$ cat config.mk
export PLATFORM = sky130hd
export DESIGN_NAME = apb_master
export DESIGN_NICKNAME = d
export VERILOG_FILES = /design/src/rtl/sae_apb_pkg.sv /design/src/rtl/apb_master.sv
export SDC_FILE = /design/constraint.sdc
export NUM_CORES = 1
export LEC_CHECK = 0
export BUFFER_PORTS_ARGS = -buffer_cell sky130_fd_sc_hd__clkbuf_2
export CELL_PAD_IN_SITES_DETAIL_PLACEMENT = 1
export CELL_PAD_IN_SITES_GLOBAL_PLACEMENT = 1
export CORE_UTILIZATION = 33
export DETAILED_ROUTE_END_ITERATION = 7
export GPL_ROUTABILITY_DRIVEN = 1
export MAX_ROUTING_LAYER = met4
export PLACE_DENSITY_LB_ADDON = 0.15
export SKIP_LAST_GASP = 1
export SYNTH_ARGS = -nofsm -noshare
export SYNTH_HDL_FRONTEND = slang
export SYNTH_SLANG_ARGS = --single-unit
$ cat constraint.sdc
create_clock -name PCLK -period 2.5 [get_ports PCLK]
set_clock_uncertainty 0.05 [all_clocks]
set_input_delay 0.375 -clock PCLK [delete_from_list [all_inputs] [get_ports PCLK]]
set_output_delay 0.375 -clock PCLK [all_outputs]
set_load 0.01 [all_outputs]
$ cat src/rtl/sae_apb_pkg.sv
// Shared APB master definitions: FSM state encoding and default bus geometry.
package sae_apb_pkg;

  typedef enum logic [1:0] {
    ST_IDLE   = 2'd0,
    ST_SETUP  = 2'd1,
    ST_ACCESS = 2'd2,
    ST_RESP   = 2'd3
  } apb_state_e;

  localparam int DEF_ADDRESSWIDTH = 3;
  localparam int DEF_DATAWIDTH    = 24;
  localparam int DEF_TIMEOUT      = 16;

endpackage

$ cat src/rtl/apb_master.sv
// APB initiator: turns one request into a SETUP/ACCESS transfer and returns a
// single response, aborting with rsp_timeout if the completer stalls too long.
module apb_master
  import sae_apb_pkg::*;
#(
  parameter int ADDRESSWIDTH = DEF_ADDRESSWIDTH,
  parameter int DATAWIDTH    = DEF_DATAWIDTH,
  parameter int TIMEOUT      = DEF_TIMEOUT
) (
  input  logic                    PCLK,
  input  logic                    PRESETn,
  // Request/response: a beat transfers on a clock edge where valid and ready are both high.
  input  logic                    req_valid,
  output logic                    req_ready,
  input  logic                    req_write,
  input  logic [ADDRESSWIDTH-1:0] req_addr,
  input  logic [DATAWIDTH-1:0]    req_wdata,
  output logic                    rsp_valid,
  input  logic                    rsp_ready,
  output logic [DATAWIDTH-1:0]    rsp_rdata,
  output logic                    rsp_timeout,
  output logic [ADDRESSWIDTH-1:0] PADDR,
  output logic [DATAWIDTH-1:0]    PWDATA,
  output logic                    PWRITE,
  output logic                    PSELx,
  output logic                    PENABLE,
  input  logic [DATAWIDTH-1:0]    PRDATA,
  input  logic                    PREADY,
  output logic [1:0]              dbg_state
);

  // At least one counter bit even when the timeout is disabled.
  localparam int CW = (TIMEOUT > 0) ? $clog2(TIMEOUT + 1) : 1;
  localparam logic [CW-1:0] CNT_LAST = CW'((TIMEOUT > 0) ? TIMEOUT - 1 : 0);
  localparam logic [CW-1:0] CNT_MAX  = '1;

  apb_state_e               state_q;
  logic [ADDRESSWIDTH-1:0]  paddr_q;
  logic [DATAWIDTH-1:0]     pwdata_q;
  logic                     pwrite_q;
  logic                     psel_q;
  logic                     penable_q;
  logic                     rsp_valid_q;
  logic [DATAWIDTH-1:0]     rsp_rdata_q;
  logic                     rsp_timeout_q;
  logic [CW-1:0]            cnt_q;

  always_ff @(posedge PCLK) begin
    if (!PRESETn) begin
      state_q       <= ST_IDLE;
      paddr_q       <= '0;
      pwdata_q      <= '0;
      pwrite_q      <= 1'b0;
      psel_q        <= 1'b0;
      penable_q     <= 1'b0;
      rsp_valid_q   <= 1'b0;
      rsp_rdata_q   <= '0;
      rsp_timeout_q <= 1'b0;
      cnt_q         <= '0;
    end else begin
      case (state_q)
        ST_IDLE: begin
          if (req_valid) begin
            pwrite_q <= req_write;
            paddr_q  <= req_addr;
            pwdata_q <= req_wdata;
            psel_q   <= 1'b1;
            state_q  <= ST_SETUP;
          end
        end
        ST_SETUP: begin
          penable_q <= 1'b1;
          cnt_q     <= '0;
          state_q   <= ST_ACCESS;
        end
        ST_ACCESS: begin
          if (PREADY) begin
            psel_q        <= 1'b0;
            penable_q     <= 1'b0;
            rsp_valid_q   <= 1'b1;
            rsp_timeout_q <= 1'b0;
            rsp_rdata_q   <= pwrite_q ? '0 : PRDATA;
            state_q       <= ST_RESP;
          end else if ((TIMEOUT != 0) && (cnt_q == CNT_LAST)) begin
            psel_q        <= 1'b0;
            penable_q     <= 1'b0;
            rsp_valid_q   <= 1'b1;
            rsp_timeout_q <= 1'b1;
            rsp_rdata_q   <= '0;
            state_q       <= ST_RESP;
          end else if (cnt_q != CNT_MAX) begin
            // Saturate so a disabled timeout never wraps the counter.
            cnt_q <= cnt_q + CW'(1);
          end
        end
        ST_RESP: begin
          if (rsp_ready) begin
            rsp_valid_q <= 1'b0;
            state_q     <= ST_IDLE;
          end
        end
        default: state_q <= ST_IDLE;
      endcase
    end
  end

  assign req_ready   = (state_q == ST_IDLE);
  assign rsp_valid   = rsp_valid_q;
  assign rsp_rdata   = rsp_rdata_q;
  assign rsp_timeout = rsp_timeout_q;
  assign PADDR       = paddr_q;
  assign PWDATA      = pwdata_q;
  assign PWRITE      = pwrite_q;
  assign PSELx       = psel_q;
  assign PENABLE     = penable_q;
  assign dbg_state   = state_q;

endmodule

# == After elaboration in Yosys (flattened, before gate mapping) ==
# Cells that the tools add are included.
# word_totals
wordCells,56
out_inout_bits,59
regBits,63
# op_classes
add_sub_neg,1
eq_ne,11
reduce_logical,12
n_mux,22
# op_table
operator,n
two-way mux 24 bit,3
two-way mux 5 bit,3
"inequality test 2 bit, second input constant",5
one-hot mux 5 bit (2 select lines),1
AND reduction 3 bit,3
two-way mux 2 bit,4
one-hot mux 2 bit (4 select lines),1
nonzero test 2 bit,4
two-way mux 1 bit,7
one-hot mux 1 bit (2 select lines),3
AND reduction 2 bit,3
"adder 5 x 1 -> 5 bit, second input constant",1
"== test 5 x 4 -> 1 bit, second input constant",1
"inequality test 5 bit, second input constant",1
"== test 2 bit, second input constant",2
AND reduction 4 bit,1
"inequality test 3 bit, second input constant",1
"== test 2 x 1 -> 1 bit, second input constant",1
zero test 2 bit,1

# == Logic depth before layout (Yosys ltp) ==
# logic_depth
ltp_word,5
ltp_mapped,8
ltp_nobuf,6

# == Least setup slack after synthesis ==
# OpenSTA, ideal clock, no wires.
# synth_timing
path_kind,flip-flop to flip-flop
start,register cnt_q[0]
end,register cnt_q[3]
period_less_slack_ns,2.132
t_required_ns,2.380
setup_slack_ns,0.368
setup_time_ns,0.070
n_path_buf,1
stages_incl_launch_ff,8
arrival_time_ns,2.013
cell_sequence,dfxtp_1 ha_1 and3_1 ha_1 or4b_1 buf_2 or3_1 a21oi_1
# synth_between
elab_chain_cells,5
elab_cells_between_ends,10
cone_classes,add/sub: 1; eq/ne: 4; mux: 4; reduce/logical: 1
# synth_lines
item,line,rtl
start: declaration,apb_master.sv:46,logic [CW-1:0] cnt_q;
start signal: assignment,apb_master.sv:93,cnt_q <= cnt_q + CW'(1);
adder 5 x 1 -> 5 bit,apb_master.sv:93,
two-way mux 5 bit,apb_master.sv:91,end else if (cnt_q != CNT_MAX) begin
two-way mux 5 bit,apb_master.sv:84,end else if ((TIMEOUT != 0) && (cnt_q == CNT_LAST)) begin
two-way mux 5 bit,apb_master.sv:77,if (PREADY) begin
one-hot mux 5 bit (2 select lines),apb_master.sv:61,case (state_q)
# Parallel ways exist; a longest one is shown, timed or not. The select of a mux whose other input is x is not followed.
# A chain may end at the register's enable or synchronous reset.

# == Worst setup path in the final report ==
# Same ends and word-level chain as after synthesis.

==> results.sh <==
export IMPL_clock_latency_ns=0.33
export IMPL_synth_cells=274
export IMPL_cts_resized=0
export IMPL_place_congestion=0.743
export IMPL_clk_pin_slew_ns=0.07
export IMPL_cts_max_level=3
export IMPL_place_area_sq_um=3140
export IMPL_drv_slew=0
export IMPL_grtUsageTotal_pct=16.4
export IMPL_netlist_cell_type_count=28
export IMPL_syn_area_per_cell_sq_um=9.06
export IMPL_cts_setup_buffers=0
export IMPL_setup_viol=0
export IMPL_port_buffers=115
export IMPL_final_layout_size_suffix_gt1_share_pct=35.0
export IMPL_finalNetCount=449
export IMPL_viasPerCell=4.65
export IMPL_cts_sinks=63
export IMPL_ant_nets=0
export IMPL_syn_to_final_growth_pct=35.6
export IMPL_ir_drop_mv=0.339
export IMPL_grt_pass1_vias=2168
export IMPL_grt_max_degree=43
export IMPL_ctsLongestPathBuffers=2
export IMPL_cts_hold_buf=0
export IMPL_end_kind="flop"
export IMPL_die_w_microns=88.7
export IMPL_dp_final_hpwl_microns=4370
export IMPL_max_slew_margin_pct=26.6
export IMPL_grt_pass1_wl_microns=9600
export IMPL_required_ns=2.71
export IMPL_dr_pass1_iters=4
export IMPL_switchingPower_mw=1.02
export IMPL_vias=2267
export IMPL_synth_edf_count=0
export IMPL_tns_ns=0
export IMPL_io_pins=116
export IMPL_first_iter_violations=43
export IMPL_p_per_area_nw_per_um2=924
export IMPL_worst_slack_ns=0.180
export IMPL_period_needed_ns=2.32
export IMPL_routed_wl_microns=6160
export IMPL_rsz0062_at_grt="false"
export IMPL_p_comb_share_pct=28.4
export IMPL_dp_slack_ns=0.173
export IMPL_fin_crit_sh_pct=92.8
export IMPL_p_int_mw=2.09
export IMPL_tightest_slew_ns=1.10
export IMPL_finalPower_mw=3.11
export IMPL_route_detailed_wl_per_inst_microns=12.6
export IMPL_synth_seq_cells=63
export IMPL_hold_class="in -> reg"
export IMPL_clkPwrFrac_pct=31.2
export IMPL_maxCapViolCount=0
export IMPL_start_util_pct=34.2
export IMPL_die_height_microns=88.7
export IMPL_max_freq_mhz=431
export IMPL_syn_area_sq_um=2480
export IMPL_worstSetupPathType="reg -> reg"
export IMPL_grt_ovfl_total=0
export IMPL_n_fill_cell=909
export IMPL_cts_buffers=9
export IMPL_hold_slack_ns=0.211
export IMPL_rows=31
export IMPL_p_leak_nw=1.51
export IMPL_fin_area_sq_um=3360
export IMPL_ys_seq_area_share_pct=50.8
export IMPL_dieArea_sq_um=7870
export IMPL_route_detailed_drc=0
export IMPL_pwr_share_seq_pct=40.3
export IMPL_cts_tree="built"
export IMPL_diodes=0
export IMPL_syn_nets=339
export IMPL_final_cell_mix="115 x clkbuf_2, 65 x nand2_1, 63 x dfxtp_1"
export IMPL_ys_flop_type="dfxtp_1"
export IMPL_cts_root_buffer="clkbuf_8"
export IMPL_crit_path_max_fanout=9
export IMPL_arrival_ns=2.53
export IMPL_antenna_found_initial=0
export IMPL_netSwitchingFraction_pct=32.9
export IMPL_hold_violations=0
export IMPL_async_flop_share_pct=0
export IMPL_cp_start_kind="flop"
export IMPL_synth_warnings=0
export IMPL_final_common_cell="clkbuf_2"
export IMPL_outcome="complete, no violations"
export IMPL_core_sq_um=7250
-- final cells by class --
type	count	area [sq um]	share of cell area [%]
multi-input combinational	187	1130	33.5
clock buffer	9	124	3.68
clock inverter	7	97.6	2.90
sequential	63	1260	37.5
timing repair buffer	118	611	18.1
tap	99	124	3.68
inverter	5	18.8	0.558
-- cells in the mapped netlist, types with 2 or more instances --
| cell | n | area [sq um] |
|---|---|---|
| nand3b_1 | 2 | 15.0 |
| o21ai_0 | 4 | 20.0 |
| ha_1 | 8 | 100 |
| o21a_1 | 2 | 15.0 |
| dfxtp_1 | 63 | 1260 |
| a22oi_1 | 24 | 180 |
| clkbuf_1 | 17 | 63.8 |
| nor2b_1 | 27 | 169 |
| and3_1 | 3 | 18.8 |
| nor2_1 | 4 | 15.0 |
| nand3_1 | 2 | 10.0 |
| inv_1 | 5 | 18.8 |
| nand2_1 | 65 | 244 |
| mux2i_1 | 2 | 20.0 |
| a21oi_1 | 4 | 20.0 |
| a21boi_0 | 29 | 218 |
| or3_1 | 2 | 12.5 |
-- flip-flops by register name, summed over array words and instances (netlist names) --
signal / count
PADDR: 3
PENABLE: 1
PSELx: 1
PWDATA: 24
PWRITE: 1
cnt_q: 5
dbg_state: 2
rsp_rdata: 24
rsp_timeout: 1
rsp_valid: 1
-- power groups by stage --
stage	Clock [mW]	Sequential (mW)	Combinational, mW
2_1_floorplan	0	1.35	0.493
3_3_place_gp	0	1.28	0.891
3_5_place_dp	0	1.28	0.908
4_1_cts	1.00	1.26	0.914
5_1_grt	1.05	1.28	1.00
6_report	0.971	1.25	0.884
-- cells by family after synthesis --
kind of cell	after synthesis	share of synthesized area (%)
AOI/OAI and AO/OA	66	19.2
adders and majority gates	8	4.03
and+or+nand+nor	111	21.3
DFF	63	50.8
buffers and inverters	24	3.83
muxes	2	0.807
-- worst max-delay path, stage by stage (launching register included) --
cell,delay (ns)
dfxtp_1,0.33
ha_1,0.21
and3_1,0.20
ha_1,0.23
or4b_1,0.68
or3_1,0.39
a21oi_1,0.16
-- worst paths after layout --
| kind | from | endpoint | slack (ns) | cells after the start |
|---|---|---|---|---|
| max | cnt_q[0] | cnt_q[3] | 0.18 | 6 |
| max reg2reg | cnt_q[0] | cnt_q[3] | 0.18 | 6 |
| min reg2reg | PWDATA[15] | PWDATA[15] | 0.42 | 2 |
| min | req_wdata[6] | PWDATA[6] | 0.21 | 3 |
-- metal layers --
layer | track usage [%] | up-vias | wire, microns
met2 | 25.9 | 78 | 2870
met1 | 18.9 | 1048 | 2770
met5 | - | - | 0
met3 | 5.32 | 3 | 497
met4 | 7.48 | 0 | 17
li1 | - | 1138 | -
-- metrics by stage --
step | instances | utilization [%]
final | 488 | 46.4
after global routing | 488 | 46.4
after CTS | 488 | 46.4
after detailed placement | 472 | 43.3
after global placement | 472 | 43.3
after floorplan | 274 | -
Note: power is estimated with default switching activity, not from simulation.
